--- src/rtl/uart_cmd_engine.sv ---
// Serial command engine: assembles 5-byte frames from uart_rx, runs them against hyper_xface, returns one 4-byte word.
// Latency: EXEC one cycle after the 5th byte; first tx_start two cycles later when tx_ready is high (plus memory time).
// Backpressure: paced by tx_ready and hr_busy; bytes arriving outside COLLECT are dropped and flagged (rx_overrun).
// Optional feature: define FRAME_TIMEOUT_EN to discard partial frames after FRAME_TIMEOUT idle cycles.
module uart_cmd_engine #(
    parameter int unsigned MEM_TIMEOUT = 4096,
    parameter logic [31:0] CONST_WORD  = 32'h00000103
`ifdef FRAME_TIMEOUT_EN
    ,
    parameter int unsigned FRAME_TIMEOUT = 24000000
`endif
) (
    input  logic        clk,
    input  logic        reset,
    input  logic        rx_rcv,
    input  logic [7:0]  rx_data,
    input  logic        tx_ready,
    output logic        tx_start,
    output logic [7:0]  tx_data,
    output logic [31:0] hr_addr,
    output logic [31:0] hr_wr_d,
    output logic        hr_wr_req,
    output logic        hr_rd_req,
    input  logic        hr_busy,
    input  logic        hr_rd_rdy,
    input  logic [31:0] hr_rd_d,
    output logic        rx_overrun,
    output logic        mem_timeout
);

    localparam logic [7:0] CMD_ADDR     = 8'd1;
    localparam logic [7:0] CMD_LOAD     = 8'd2;
    localparam logic [7:0] CMD_WRITE    = 8'd3;
    localparam logic [7:0] CMD_READ     = 8'd4;
    localparam logic [7:0] CMD_READ_REQ = 8'd5;
    localparam logic [7:0] CMD_COUNT    = 8'd6;
    localparam logic [7:0] CMD_CONST    = 8'd7;

    localparam int unsigned    TMO_W    = $clog2(MEM_TIMEOUT + 1);
    localparam logic [TMO_W-1:0] TMO_LAST = TMO_W'(MEM_TIMEOUT - 1);

    typedef enum logic [2:0] {
        S_COLLECT,
        S_EXEC,
        S_MEM_REQ,
        S_MEM_WAIT,
        S_TX_SEND,
        S_TX_WAIT_LO,
        S_TX_WAIT_HI
    } state_t;

    state_t             state_q, state_d;
    logic [39:0]        frame_q, frame_d;
    // Counts received bytes in COLLECT and remaining response bytes while transmitting.
    logic [2:0]         byte_cnt_q, byte_cnt_d;
    logic [31:0]        op_cnt_q, op_cnt_d;
    logic [31:0]        rd_latch_q, rd_latch_d;
    logic [31:0]        resp_q, resp_d;
    logic [31:0]        hr_addr_q, hr_addr_d;
    logic [31:0]        hr_wr_d_q, hr_wr_d_d;
    logic               wr_req_q, wr_req_d;
    logic               rd_req_q, rd_req_d;
    logic               tx_start_q, tx_start_d;
    logic [7:0]         tx_data_q, tx_data_d;
    logic               seen_busy_q, seen_busy_d;
    logic [TMO_W-1:0]   tmo_cnt_q, tmo_cnt_d;
    logic               rx_overrun_q, rx_overrun_d;
    logic               mem_timeout_q, mem_timeout_d;

    logic [7:0]         cmd;
    logic [31:0]        data;
    logic               mem_done;

`ifdef FRAME_TIMEOUT_EN
    localparam int unsigned       IDLE_W    = $clog2(FRAME_TIMEOUT + 1);
    localparam logic [IDLE_W-1:0] IDLE_LAST = IDLE_W'(FRAME_TIMEOUT - 1);
    logic [IDLE_W-1:0]  idle_cnt_q, idle_cnt_d;
`endif

    assign cmd  = frame_q[39:32];
    assign data = frame_q[31:0];

    // Memory completion: writes finish once busy has been seen and dropped, reads on the data strobe.
    always_comb begin
        mem_done = 1'b0;
        if (cmd == CMD_WRITE) begin
            mem_done = seen_busy_q && !hr_busy;
        end else begin
            mem_done = hr_rd_rdy;
        end
    end

    // Next-state and datapath updates for the frame/execute/transmit sequence.
    always_comb begin
        state_d       = state_q;
        frame_d       = frame_q;
        byte_cnt_d    = byte_cnt_q;
        op_cnt_d      = op_cnt_q;
        rd_latch_d    = rd_latch_q;
        resp_d        = resp_q;
        hr_addr_d     = hr_addr_q;
        hr_wr_d_d     = hr_wr_d_q;
        wr_req_d      = 1'b0;
        rd_req_d      = 1'b0;
        tx_start_d    = 1'b0;
        tx_data_d     = tx_data_q;
        seen_busy_d   = seen_busy_q;
        tmo_cnt_d     = tmo_cnt_q;
        rx_overrun_d  = rx_overrun_q;
        mem_timeout_d = mem_timeout_q;
`ifdef FRAME_TIMEOUT_EN
        idle_cnt_d    = '0;
`endif

        if (rx_rcv && (state_q != S_COLLECT)) begin
            rx_overrun_d = 1'b1;
        end

        case (state_q)
            S_COLLECT: begin
                if (rx_rcv) begin
                    frame_d = {frame_q[31:0], rx_data};
                    if (byte_cnt_q == 3'd4) begin
                        byte_cnt_d = 3'd0;
                        state_d    = S_EXEC;
                    end else begin
                        byte_cnt_d = byte_cnt_q + 3'd1;
                    end
                end
`ifdef FRAME_TIMEOUT_EN
                // A stalled partial frame is dropped so the next full frame realigns.
                else if (byte_cnt_q != 3'd0) begin
                    if (idle_cnt_q == IDLE_LAST) begin
                        byte_cnt_d = 3'd0;
                    end else begin
                        idle_cnt_d = idle_cnt_q + 1'b1;
                    end
                end
`endif
            end

            S_EXEC: begin
                byte_cnt_d  = 3'd4;
                tmo_cnt_d   = '0;
                seen_busy_d = 1'b0;
                state_d     = S_TX_SEND;
                case (cmd)
                    CMD_ADDR: begin
                        hr_addr_d = data;
                        resp_d    = data;
                    end
                    CMD_LOAD: begin
                        hr_wr_d_d = data;
                        resp_d    = data;
                    end
                    CMD_COUNT: begin
                        resp_d   = op_cnt_q;
                        op_cnt_d = op_cnt_q + 32'd1;
                    end
                    CMD_CONST:    resp_d  = CONST_WORD;
                    CMD_READ:     resp_d  = rd_latch_q;
                    CMD_WRITE:    state_d = S_MEM_REQ;
                    CMD_READ_REQ: state_d = S_MEM_REQ;
                    default:      resp_d  = op_cnt_q;
                endcase
            end

            S_MEM_REQ: begin
                tmo_cnt_d = tmo_cnt_q + 1'b1;
                if (tmo_cnt_q == TMO_LAST) begin
                    resp_d        = 32'hDEADDEAD;
                    mem_timeout_d = 1'b1;
                    state_d       = S_TX_SEND;
                end else if (!hr_busy) begin
                    wr_req_d = (cmd == CMD_WRITE);
                    rd_req_d = (cmd != CMD_WRITE);
                    state_d  = S_MEM_WAIT;
                end
            end

            S_MEM_WAIT: begin
                tmo_cnt_d = tmo_cnt_q + 1'b1;
                if (hr_busy) begin
                    seen_busy_d = 1'b1;
                end
                // Completion is checked first so a read landing on the expiry cycle still succeeds.
                if (mem_done) begin
                    if (cmd == CMD_WRITE) begin
                        resp_d = 32'h3;
                    end else begin
                        resp_d     = 32'h5;
                        rd_latch_d = hr_rd_d;
                    end
                    state_d = S_TX_SEND;
                end else if (tmo_cnt_q == TMO_LAST) begin
                    resp_d        = 32'hDEADDEAD;
                    mem_timeout_d = 1'b1;
                    state_d       = S_TX_SEND;
                end
            end

            S_TX_SEND: begin
                if (tx_ready) begin
                    tx_data_d  = resp_q[31:24];
                    tx_start_d = 1'b1;
                    state_d    = S_TX_WAIT_LO;
                end
            end

            // uart_tx needs a couple of cycles to drop ready; waiting for low prevents a double start.
            S_TX_WAIT_LO: begin
                if (!tx_ready) begin
                    state_d = S_TX_WAIT_HI;
                end
            end

            S_TX_WAIT_HI: begin
                if (tx_ready) begin
                    resp_d     = {resp_q[23:0], 8'h00};
                    byte_cnt_d = byte_cnt_q - 3'd1;
                    state_d    = (byte_cnt_q == 3'd1) ? S_COLLECT : S_TX_SEND;
                end
            end

            default: state_d = S_COLLECT;
        endcase
    end

    // State and datapath registers with synchronous reset.
    always_ff @(posedge clk) begin
        if (reset) begin
            state_q       <= S_COLLECT;
            frame_q       <= '0;
            byte_cnt_q    <= '0;
            op_cnt_q      <= '0;
            rd_latch_q    <= '0;
            resp_q        <= '0;
            hr_addr_q     <= '0;
            hr_wr_d_q     <= '0;
            wr_req_q      <= 1'b0;
            rd_req_q      <= 1'b0;
            tx_start_q    <= 1'b0;
            tx_data_q     <= '0;
            seen_busy_q   <= 1'b0;
            tmo_cnt_q     <= '0;
            rx_overrun_q  <= 1'b0;
            mem_timeout_q <= 1'b0;
        end else begin
            state_q       <= state_d;
            frame_q       <= frame_d;
            byte_cnt_q    <= byte_cnt_d;
            op_cnt_q      <= op_cnt_d;
            rd_latch_q    <= rd_latch_d;
            resp_q        <= resp_d;
            hr_addr_q     <= hr_addr_d;
            hr_wr_d_q     <= hr_wr_d_d;
            wr_req_q      <= wr_req_d;
            rd_req_q      <= rd_req_d;
            tx_start_q    <= tx_start_d;
            tx_data_q     <= tx_data_d;
            seen_busy_q   <= seen_busy_d;
            tmo_cnt_q     <= tmo_cnt_d;
            rx_overrun_q  <= rx_overrun_d;
            mem_timeout_q <= mem_timeout_d;
        end
    end

`ifdef FRAME_TIMEOUT_EN
    // Idle cycle counter for partial-frame discard.
    always_ff @(posedge clk) begin
        if (reset) begin
            idle_cnt_q <= '0;
        end else begin
            idle_cnt_q <= idle_cnt_d;
        end
    end
`endif

    assign tx_start    = tx_start_q;
    assign tx_data     = tx_data_q;
    assign hr_addr     = hr_addr_q;
    assign hr_wr_d     = hr_wr_d_q;
    assign hr_wr_req   = wr_req_q;
    assign hr_rd_req   = rd_req_q;
    assign rx_overrun  = rx_overrun_q;
    assign mem_timeout = mem_timeout_q;

endmodule

--- config.mk ---
export PLATFORM = sky130hd
export DESIGN_NAME = uart_cmd_engine
export DESIGN_NICKNAME = d
export VERILOG_FILES = /design/src/rtl/uart_cmd_engine.sv
export SDC_FILE = /design/constraint.sdc
export NUM_CORES = 1
export LEC_CHECK = 0
export CORE_ASPECT_RATIO = 0.6
export CORE_UTILIZATION = 68
export DETAILED_ROUTE_END_ITERATION = 12
export DONT_BUFFER_PORTS = 1
export HOLD_SLACK_MARGIN = 0.03
export MAX_ROUTING_LAYER = met4
export PLACE_DENSITY = 0.93
export SYNTH_ARGS = -nofsm -noshare
export SYNTH_HDL_FRONTEND = slang
export SYNTH_SLANG_ARGS = --single-unit
--- constraint.sdc ---
create_clock -name clk -period 6.6 [get_ports clk]
set_clock_uncertainty 0.05 [all_clocks]
set_input_delay 1.32 -clock clk [delete_from_list [all_inputs] [get_ports clk]]
set_output_delay 1.32 -clock clk [all_outputs]
set_load 0.1 [all_outputs]
==> reports/qor.txt <==
Status = finished clean
Syn Inst Count = 1351
DR vias = 10.4k
Largest net degree at the start of global routing = 218
Top FF cell, synth = dfxtp_1
Unrepaired setup endpoints after global routing = false
Row Count = 35
Critical Path RT = 6.97 ns
Clock Tree Buf Depth = 3
Most common cell after layout, fill and taps aside = nand2_1
Max Clock Freq = 273 MHz
Pre-antenna DRT Iters = 7
Final GP Congestion = 0.997
Layout cells sized above 1 = 0.0578
Most frequent cells in the layout = 356 x nand2_1, 233 x dfxtp_1, 193 x a21oi_1, 43 x nor2_1, 30 x o21ai_0
Synth top area cells = dfxtp_1 44%, nand2_1 13%, a21oi_1 9.1%
Clock latency on the worst-skew pair = 0.50 ns
Hold buffer count at cts = 0
Leak = 3.72 nW
Final max-slew violation count = 0
Worst setup EP type = flip-flop
Layout Nets = 1335
Num ports = 123
First-pass GRT wire length = 48.7 mm
Hold Path Class = flip-flop to flip-flop
Number of hold violations in the final report = 0
Max incr delay on CP = 0.88 ns
DR WL/cell = 20.9 µm
Reg2Reg Launch Point = state_q[0]$_SDFFE_PP0P_
CTS tree = done
Die ar. = 16200 µm²
Post-route ant nets = 0
Clk slew on worst S/H paths = 0.07 ns
Ant diodes = 0
Synth Cell Area = 10700 µm²
Post-Route WL = 31.4 mm
Cell Pwr Density = 311 nW/µm²
Max cap viols = 0
CP Launch Point = state_q[0]$_SDFFE_PP0P_
Initial drt markers = 1756
Post-CTS repair timing setup buffer count = 0
Async S/R FF share, synth = 0
Area leader, netlist = dfxtp_1
CORE AREA = 15300 µm²
Grt total ovfl = 0
Final setup vio count = 0
Crit path max fanout = 28
Final setup TNS = 0 ns
EDFF count, synth = 0
Die span in y = 99.0 µm
Worst reg2reg path endpoint = op_cnt_q[29]$_SDFFE_PP0P_
Sequential fraction of the synthesis area = 0.438
R2R Setup Slk = 2.93 ns
Synthesized Nets = 1403
Relative slew slack = 0.0269
Die W = 164 µm
Hold wc startpoint = rd_latch_q[4]$_SDFFE_PP0P_
Yosys top cell area share = 0.438
Hold Worst Slack = 0.411 ns
Worst Hold Path EP = rd_latch_q[4]$_SDFFE_PP0P_
Starting Density = 0.695
Drt drc = 0
Total power = 3.54 mW
Buf/Inv on CP = 0
Initial antenna violation count = 0
YS warnings = 0
Period utilization = 0.556
Post-DP HPWL = 20.8 mm
Num CTS Buffers = 22
Slowest-stage cell, CP = dfxtp_1
Peak supply drop = 0.000268 V
Fillers = 1105
Hold path depth = 2
Via-per-instance ratio = 6.93
Final Critical Period = 3.67 ns
Total GRT Usage = 0.392
Cell Chain, Critical Path = or3b_1 > nor2_1 > nand4_1 > or4_1 > a21oi_1
Vias in the first global route = 9108
Cells on worst reg2reg path = 5
Crit path max-delay family = simple AND/OR/NAND/NOR gates
Synth-to-Final Area Change = 6.99%
Slew @ Worst Pin = 1.45 ns
Post-cts sizing count = 0
CTS Sinks = 233
CP arrival = 4.04 ns
Crit Path Category = flip-flop to flip-flop
Crit start category = flip-flop
H-Tree Level Count = 1
Clock Root Buffer = clkbuf_16
Number of synthesized register bits = 233
Number of distinct library cells after synthesis = 72
IO buf count = 0
Mean post-synth cell area = 7.89 µm²
## worst reg2reg max path: cells and delay by family, from the launching register on
family             cells  cell delay, ns
AOI/OAI and AO/OA      1            0.15
and+or+nand+nor        4            2.51
DFF                    1            0.88
## report_power, final
group          internal [mW]  switching (mW)  total [mW]
clock                  0.813           0.554        1.37
combinational          0.187           0.395       0.582
sequential              1.47           0.125        1.59
total                   2.47            1.07        3.54
## how the worst max path moves through the flow
stage,endpoint,cells after the start
floorplan,state_q[0]$_SDFFE_PP0P_,5
global placement,op_cnt_q[29]$_SDFFE_PP0P_,5
detailed placement,op_cnt_q[29]$_SDFFE_PP0P_,5
CTS,op_cnt_q[29]$_SDFFE_PP0P_,5
global route,op_cnt_q[24]$_SDFFE_PP0P_,5
finish,op_cnt_q[29]$_SDFFE_PP0P_,5
## per-stage QoR
stage	area [µm²]	util	worst slack (ns)	instances
5_1_grt	11400	0.744	2.82	1501
3_3_place_gp	10600	0.691	3.29	1461
6_report	11400	0.744	2.93	1501
2_1_floorplan	10700	-	3.96	1351
4_1_cts	11400	0.743	3.11	1500
3_5_place_dp	10600	0.691	3.14	1461
## flip-flops by register name (all words and copies together) (netlist names)
signal and count:
frame_q 40, hr_addr 32, hr_wr_d 32, op_cnt_q 32, rd_latch_q 32, resp_q 32
tmo_cnt_q 13, tx_data 8, byte_cnt_q 3, state_q 3, hr_rd_req 1, hr_wr_req 1
mem_timeout 1, rx_overrun 1, seen_busy_q 1, tx_start 1
## cells by family (layout without fill, tap and decap cells)
| kind of cell | Yosys count | count (layout) | synth area share |
|---|---|---|---|
| buffers and inverters | 123 | 70 | 0.0463 |
| AOI/OAI and AO/OA | 371 | 371 | 0.225 |
| and+or+nand+nor | 599 | 599 | 0.267 |
| adders and majority gates | 6 | 6 | 0.00705 |
| xor gates and xnor gates | 19 | 19 | 0.0170 |
| DFF | 233 | 233 | 0.438 |
## Yosys cell counts, drive strengths merged (9+ instances only)
library cell and number:
a211oi 11, a21oi 194, a22o 18, a32o 9, a32oi 16, and3 11, and4 9, buf 13
clkbuf 92, dfxtp 233, inv 17, nand2 356, nand2b 15, nand3 25, nand4 23, nor2 43
nor2b 13, nor3 15, nor4 24, o21ai 31, o22ai 13, o31ai 10, or3 15, or4 20
xnor2 10
## area by class of cell
cell class	instances	area [µm²]	area share
multi-input cells	995	5520	0.484
well taps	203	254	0.0223
flip-flops and latches	233	4660	0.409
clock inverters	11	148	0.0130
repair buffers	13	101	0.00889
clock buffers	28	644	0.0565
inverters	18	67.6	0.00593
## layer usage
| layer | up-vias | wire, µm | track usage |
|---|---|---|---|
| li1 | 4685 | - | - |
| met1 | 4882 | 12700 | 0.551 |
| met2 | 735 | 13300 | 0.547 |
| met3 | 107 | 4630 | 0.113 |
| met4 | 0 | 802 | 0.0983 |
| met5 | - | 0 | - |
Power figures use the tool's default switching activity.
